==> src/rtl/obi_core_port_arbiter.sv <==
// obi_core_port_arbiter
// Shares one OBI slave port between the instruction master (M0) and the data
// master (M1). The address phase is arbitrated round-robin (or fixed priority
// to M1), with the selection locked while a request waits for its grant.
// Accepted transactions are recorded in an in-order ID FIFO, and each response
// is routed back to the master at the FIFO head.
module obi_core_port_arbiter #(
    parameter int MAX_OUTSTANDING = 2,
    parameter bit FIXED_PRIO      = 1'b0
) (
    input  logic             clk_i,
    input  logic             rst_i,
    input  logic [1:0]       m_req_i,
    input  logic [1:0][31:0] m_addr_i,
    input  logic [1:0]       m_we_i,
    input  logic [1:0][3:0]  m_be_i,
    input  logic [1:0][31:0] m_wdata_i,
    output logic [1:0]       m_gnt_o,
    output logic [1:0]       m_rvalid_o,
    output logic [31:0]      m_rdata_o,
    output logic             s_req_o,
    output logic [31:0]      s_addr_o,
    output logic             s_we_o,
    output logic [3:0]       s_be_o,
    output logic [31:0]      s_wdata_o,
    input  logic             s_gnt_i,
    input  logic             s_rvalid_i,
    input  logic [31:0]      s_rdata_i,
    output logic [3:0]       outstanding_o,
    output logic             rvalid_err_o
);

    localparam int PTR_W = (MAX_OUTSTANDING > 1) ? $clog2(MAX_OUTSTANDING) : 1;
    localparam logic [PTR_W-1:0] PTR_LAST = PTR_W'(MAX_OUTSTANDING - 1);
    localparam logic [3:0] CNT_FULL = 4'(MAX_OUTSTANDING);

    // Arbitration state
    logic             lock_q;
    logic             locked_sel_q;
    logic             last_winner_q;

    // In-order ID FIFO: one bit per entry naming the issuing master
    logic             fifo_mem [MAX_OUTSTANDING];
    logic [PTR_W-1:0] rd_ptr_q;
    logic [PTR_W-1:0] wr_ptr_q;
    logic [3:0]       count_q;
    logic             err_q;

    logic sel;
    logic fifo_full;
    logic fifo_empty;
    logic handshake;
    logic pop;
    logic head;

    function automatic logic [PTR_W-1:0] ptr_inc(input logic [PTR_W-1:0] p);
        return (p == PTR_LAST) ? '0 : p + 1'b1;
    endfunction

    assign fifo_full  = (count_q == CNT_FULL);
    assign fifo_empty = (count_q == 4'd0);
    assign head       = fifo_mem[rd_ptr_q];

    // Pick the master that owns the address phase this cycle
    always_comb begin
        sel = ~last_winner_q;
        if (lock_q) begin
            sel = locked_sel_q;
        end else if (m_req_i == 2'b01) begin
            sel = 1'b0;
        end else if (m_req_i == 2'b10) begin
            sel = 1'b1;
        end else if (m_req_i == 2'b11) begin
            sel = FIXED_PRIO ? 1'b1 : ~last_winner_q;
        end
    end

    // Address phase, grant routing and response routing (all combinational)
    always_comb begin
        s_req_o    = ~rst_i & m_req_i[sel] & ~fifo_full;
        s_addr_o   = m_addr_i[sel];
        s_we_o     = m_we_i[sel];
        s_be_o     = m_be_i[sel];
        s_wdata_o  = m_wdata_i[sel];
        handshake  = s_req_o & s_gnt_i;
        pop        = ~rst_i & s_rvalid_i & ~fifo_empty;
        m_gnt_o    = 2'b00;
        m_gnt_o[sel] = handshake;
        m_rvalid_o = 2'b00;
        m_rvalid_o[head] = pop;
        m_rdata_o  = s_rdata_i;
    end

    // Lock and round-robin history; a full FIFO freezes the lock as it stands
    always_ff @(posedge clk_i) begin
        if (rst_i) begin
            lock_q        <= 1'b0;
            locked_sel_q  <= 1'b0;
            last_winner_q <= 1'b1;
        end else if (handshake) begin
            lock_q        <= 1'b0;
            last_winner_q <= sel;
        end else if (!fifo_full) begin
            if (s_req_o) begin
                lock_q       <= 1'b1;
                locked_sel_q <= sel;
            end else if (lock_q) begin
                // Locked master withdrew its request: release the lock
                lock_q <= 1'b0;
            end
        end
    end

    // ID FIFO pointers, occupancy and the sticky stray-rvalid flag
    always_ff @(posedge clk_i) begin
        if (rst_i) begin
            rd_ptr_q <= '0;
            wr_ptr_q <= '0;
            count_q  <= 4'd0;
            err_q    <= 1'b0;
        end else begin
            if (pop) begin
                rd_ptr_q <= ptr_inc(rd_ptr_q);
            end
            if (handshake) begin
                wr_ptr_q <= ptr_inc(wr_ptr_q);
            end
            count_q <= count_q + {3'b000, handshake} - {3'b000, pop};
            if (s_rvalid_i && fifo_empty) begin
                err_q <= 1'b1;
            end
        end
    end

    // ID storage holds data only, so it carries no reset
    always_ff @(posedge clk_i) begin
        if (handshake) begin
            fifo_mem[wr_ptr_q] <= sel;
        end
    end

    assign outstanding_o = count_q;
    assign rvalid_err_o  = err_q;

endmodule

==> config.mk <==
export PLATFORM = sky130hd
export DESIGN_NAME = obi_core_port_arbiter
export DESIGN_NICKNAME = d
export VERILOG_FILES = /design/src/rtl/obi_core_port_arbiter.sv
export SDC_FILE = /design/constraint.sdc
export NUM_CORES = 1
export LEC_CHECK = 0
export ABC_CLOCK_PERIOD_IN_PS = 2200
export CAP_MARGIN = 25
export CELL_PAD_IN_SITES_DETAIL_PLACEMENT = 0
export CELL_PAD_IN_SITES_GLOBAL_PLACEMENT = 1
export CORE_MARGIN = 1.5
export CORE_UTILIZATION = 12
export CTS_CLUSTER_DIAMETER = 50
export CTS_CLUSTER_SIZE = 12
export DETAILED_ROUTE_END_ITERATION = 7
export GPL_ROUTABILITY_DRIVEN = 1
export PLACE_DENSITY_LB_ADDON = 0.15
export SYNTH_ARGS = -nofsm -noshare
export SYNTH_HDL_FRONTEND = slang
export SYNTH_SLANG_ARGS = --single-unit
==> constraint.sdc <==
create_clock -name clk_i -period 2.2 [get_ports clk_i]
set_input_delay 0.44 -clock clk_i [delete_from_list [all_inputs] [get_ports clk_i]]
set_output_delay 0.44 -clock clk_i [all_outputs]
set_load 0.1 [all_outputs]
Word level (Yosys, flattened, before mapping):

Memory sizes are Yosys's and may differ from the RTL's. A register that Yosys moved wholly into a read port is not among the register bits.
Cells that the tools add are included.

* register bits: 10
* latch bits: 0
* memory bits (writable): 2
* ROM bits: 0
* input bits: 176
* output and inout port bits: 111
* memories kept: 1

Memories
* fifo_mem: depth 2, bits a word 1, read ports 1, clocked after memory_dff 1, write ports 1, RTL line 43 `logic fifo_mem [MAX_OUTSTANDING];`

* add/subtract/negate cells: 4
* $mul: 0
* div/mod/pow operators: 0
* magnitude comparators: 4
* eq/ne operators: 3
* shifts and indexed selects: 0
* multiplexer cells: 24
* bitwise logic cells: 12
* reduce and logical (&&, ||, !) cells: 6

Operators with widths (number)
* $mux 32: 4
* $mux 1: 16
* $mux 4: 2
* $and 1x1->1: 5
* $not 1->1: 5
* $add 4x1->4: 1
* $and 2x2->2: 2
* $eq 4x2->1 const B: 1
* $logic_not 4->1: 1
* $lt 1x2->1 const B: 2
* $sub 4x1->4: 1
* $logic_and 1x1->1: 3
* $reduce_and 3->1: 1
* $add 1x1->1 const B: 2
* $demux 1 s1: 2
* $eq 2x1->1 const B: 1
* $eq 2x2->1 const B: 1
* $ge 1x1->1 const B: 2
* $reduce_or 2->1: 1

Depth between registers and ports, before layout:

* word-level depth: 11
* gate-level depth with buffers: 12
* mapped depth without buffers: 12

Least setup slack after synthesis:

OpenSTA, ideal clock, no wires.

* path type: reg-to-output
* from: register count_q[2], in the netlist outstanding_o[2]
* to: output s_req_o
* data arrival time: 6.249 ns
* data required time: 1.760 ns
* setup slack: -4.489 ns
* cell stages (with the launch flop): 5
* path buffers: 0
* cells stage by stage: dfxtp_1 inv_1 ha_1 and3b_1 a2111oi_0

* longest elaborated chain between the ends: 3

RTL lines
* start: declaration: RTL line 46 `logic [3:0] count_q;`
* start signal: assignment: RTL line 128 `count_q <= count_q + {3'b000, handshake} - {3'b000, pop};`
* $eq 4x2->1: RTL line 60 `assign fifo_full = (count_q == CNT_FULL);`
* $not 1->1 (no source line)
* $and 1x1->1: RTL line 80 `s_req_o = ~rst_i & m_req_i[sel] & ~fifo_full;`
* end: declaration: RTL line 21 `output logic s_req_o,`

No other way between the ends.

Worst setup path after layout:

* from: input m_req_i[1]
* to: output s_wdata_o[23]

* longest elaborated chain between the ends: 6

RTL lines
* start: declaration: RTL line 13 `input logic [1:0] m_req_i,`
* $eq 2x2->1: RTL line 71 `end else if (m_req_i == 2'b10) begin`
* $mux 1: RTL line 71
* $mux 1 (*): RTL line 69 `end else if (m_req_i == 2'b01) begin`
* $mux 1 (*): RTL line 67 `if (lock_q) begin`
* $mux 32 (implied by the code) (*) (2 in a row): RTL line 84 `s_wdata_o = m_wdata_i[sel];`
* end: declaration: RTL line 25 `output logic [31:0] s_wdata_o,`

Mark *: on every way between the ends. The rest lies on a longest branch, timed or not. The select of a mux whose other input is x is not followed.

==> results summary <==
The final max-slew violation count is 0. The via count is 2212. The deepest level of the CTS H-tree came out at 1.

The leakage power of the design came out at 2.51 nW. The worst hold path depth came out at 2. The post-placement cell count is 568. The number of top-level design ports is 287.

The final standard cell utilization of the core is 0.405. The remaining global-route overflow came out at 0. The die footprint is 15200 sq um. The count of distinct cell types in the synthesized netlist came out at 31. Max-cap violations in this run came to 0. The number of iterations in the first detailed-routing pass came out at 4.

The total core area came out at 14000 sq um. VDD sags by at most 0.372 mV. The count of final hold-check violations was 0. The warning count from the yosys run came out at 0. The post-route clock period utilization is 1.04. In the final layout, flip-flops and latches occupy 295 sq um. The number of antenna violations at the first check in global routing was 0. The share of synthesized area in the top cell type comes to 0.409. The maximum fanout along the worst path came out at 6. The TritonCTS buffer count is 3.

The height of the chip came out at between 100 and 150 microns. The number of buffers on the longest clock path is 2. Setup repair after global routing could not meet its margin everywhere. The synthesis-to-layout area growth came out at 227%. The first global-routing pass estimated 13500 microns of wire. The starting DRC count in detailed routing came out at 29. The slew of the pin with the lowest slew margin came out at 326 ps. The total global-route track usage came out at 0.120. The finished layout holds 585 standard cells, fillers aside.

The post-synthesis net count came out at roughly 360. The dominant register cell in the synthesized netlist is sky130_fd_sc_hd__dfxtp_1. The flow ran to the end, but the final reports show violations. The setup violation total in the final timing report is 58.

The share of the Yosys chip area taken by registers is 0.162. Yosys attributes the largest share of cell area to sky130_fd_sc_hd__mux2_2 41%, sky130_fd_sc_hd__buf_4 14%, sky130_fd_sc_hd__dfxtp_1 13%. The depth of the worst register-to-register path came out at 11. In the final design database the tool counted roughly 590 nets. Dividing the synthesized area by the synthesized cell count gives 9.53 sq um. The gate count of the mapped netlist came out at between 150 and 200. The highest achievable clock rate is 438 MHz. The relative max-transition margin came out at 0.776. The clock slew at the register clock pins of the worst setup and hold paths came out at 40 ps. For this run, design rule violations remaining after detail routing come to 0.

The HPWL after detailed placement came out at 8630 microns. The die width is 123 microns. Of the cells placed in the final design, the portion with a size suffix greater than 1 is 0.551. Dividing the detail-routed wire length by the instance count gives 17.5 microns. The site row count came out at 43. The placed instances occupy a cell area of 5260 sq um.

The worst hold path belongs to the class reg2reg. The startpoint-to-endpoint class of the critical path is in2out. In this run the clock root is driven by a sky130_fd_sc_hd__clkbuf_16. The design area is 5670 sq um. The starting density of the core is 0.124. The power after layout is around 5.4 mW. The clock drives 13 sinks. STA classifies the critical path endpoint as an output pin. The final worst slack is -84.3 ps. In the routed layout, each cell is associated on average with a via count of 3.78.

The largest total area in the synthesized netlist belongs to sky130_fd_sc_hd__mux2_2. The checks that failed: negative setup slack. The area of combinational cells with multiple inputs came out at 1540 sq um. Of all flip-flops after synthesis, the portion carrying an async set or reset was 0. After clock tree synthesis, the flow added hold-fix buffers numbering 0. The via count of the first global-routing pass came to 2291. The number of antenna diodes in the final layout is 0. The post-synthesis sequential element count is 13. Adding up every negative setup slack in the final design gives -3650 ps. The aggregate routed wire length is a little over 10000 microns. The number of port buffers came out at 222. The number of nets with antenna violations after detailed routing is 0. The smallest clock period supported by the final layout is computed as ~2300 ps. The filler cells instantiated in the layout total 1330.

The tightest hold path in the finished design has a slack of 474 ps. The placement-stage worst setup slack is -506 ps. STA classifies the critical path startpoint as an input port. Yosys mapped a number of flops with a built-in enable equal to 2. The clock tree from TritonCTS is yes. Power spread over the standard cell area amounts to 960 nW/um^2. The worst-skew pair later-pin latency is about 240 ps. For the final database, setup skew stands at 2.49 ps.

The global placer's final weighted congestion is about 0.69. The cell area after technology mapping came out at between 1500 and 2000 sq um. Entering global routing, the biggest net connects 14 pins. The required time reported for the critical path endpoint came out at 1760 ps. The arrival time of data at the critical path endpoint is 1840 ps.
worst paths after layout:
kind	start	endpoint	slack, ps
setup / recovery	m_req_i[1]	s_wdata_o[23]	-80
hold / removal	rvalid_err_o	rvalid_err_o	470
setup reg to reg	outstanding_o[3]	outstanding_o[1]	30
hold reg to reg	rvalid_err_o	rvalid_err_o	470
worst max-delay path: stages:
cell	delay [ps]
sky130_fd_sc_hd__buf_8	110
sky130_fd_sc_hd__inv_8	50
sky130_fd_sc_hd__a21oi_4	50
sky130_fd_sc_hd__o31ai_4	270
sky130_fd_sc_hd__buf_12	160
sky130_fd_sc_hd__buf_8	120
sky130_fd_sc_hd__clkbuf_16	160
sky130_fd_sc_hd__mux2_4	310
sky130_fd_sc_hd__buf_12	170
registers in the layout, indices dropped and copies added, names as in the netlist, named ones only:
register,flops
rd_ptr_q,1
fifo_mem,2
last_winner_q,1
lock_q,1
wr_ptr_q,1
outstanding_o,4
locked_sel_q,1
rvalid_err_o,1
metal layers:
metal	GRT usage	wire length [microns]	vias up
met5	0	0	-
met4	0.0144	40	0
met3	0.0378	1020	8
met2	0.235	5600	132
met1	0.130	3560	1021
li1	-	-	1051
cells in the final DEF (no fill, tap or decap), types with 3 or more instances in the layout:
cell	netlist	layout
sky130_fd_sc_hd__dfxtp_1	11	5
sky130_fd_sc_hd__clkdlybuf4s50_1	0	140
sky130_fd_sc_hd__dfxtp_2	0	3
sky130_fd_sc_hd__inv_2	0	4
sky130_fd_sc_hd__inv_1	10	4
sky130_fd_sc_hd__buf_12	0	78
sky130_fd_sc_hd__nor2_4	0	3
sky130_fd_sc_hd__mux2_4	0	69
sky130_fd_sc_hd__buf_6	0	3
sky130_fd_sc_hd__buf_4	32	26
sky130_fd_sc_hd__nor2_1	14	10
sky130_fd_sc_hd__clkbuf_16	0	5
sky130_fd_sc_hd__ha_4	0	3
sky130_fd_sc_hd__dfxtp_4	0	3
sky130_fd_sc_hd__buf_16	0	7
cell type report:
cell class                 count  share of cell area
tap                          180              0.0398
clock buffer                   4              0.0139
inverter                      10             0.00839
multi-input combinational    119               0.272
sequential                    13              0.0521
timing repair buffer         259               0.614
power by group:
part	switching (mW)	internal, mW	total (mW)
clock	0.0961	0.244	0.340
combinational	2.68	2.04	4.72
sequential	0.0527	0.323	0.376
total	2.83	2.61	5.44
synthesized netlist by cell type, types with 2 or more instances:
cell type,n
sky130_fd_sc_hd__mux2_2,63
sky130_fd_sc_hd__buf_4,32
sky130_fd_sc_hd__nor2_1,14
sky130_fd_sc_hd__dfxtp_1,11
sky130_fd_sc_hd__inv_1,10
sky130_fd_sc_hd__buf_2,7
sky130_fd_sc_hd__mux2_1,6
sky130_fd_sc_hd__ha_1,5
sky130_fd_sc_hd__a21oi_1,4
sky130_fd_sc_hd__nor2b_1,3
sky130_fd_sc_hd__edfxtp_1,2
sky130_fd_sc_hd__mux2i_1,2
sky130_fd_sc_hd__nand2_1,2
sky130_fd_sc_hd__nor3b_1,2
sky130_fd_sc_hd__xnor2_1,2
sky130_fd_sc_hd__xor2_1,2
what timing repair did:
| item | in CTS | in global routing |
|---|---|---|
| pin swaps | 6 | 6 |
| setup buffers | 8 | 1 |
| gates resized for setup | 37 | 12 |
| endpoints found under the setup margin | 75 | 71 |
| gates cloned | 5 | 2 |
cells by family (layout without fill, tap and decap cells):
| family | Yosys count | in the layout | share of synthesized area |
|---|---|---|---|
| multiplexers | 71 | 71 | 0.460 |
| buffers and inverters | 50 | 273 | 0.183 |
| AND/OR/NAND/NOR | 26 | 26 | 0.0743 |
| flip-flops | 13 | 13 | 0.162 |
| AO/OA/AOI/OAI | 12 | 12 | 0.0541 |
| adder cells (fa/ha/maj) | 6 | 6 | 0.0476 |
| XOR/XNOR | 4 | 4 | 0.0202 |
No activity file was read; power rests on OpenSTA's default activity.
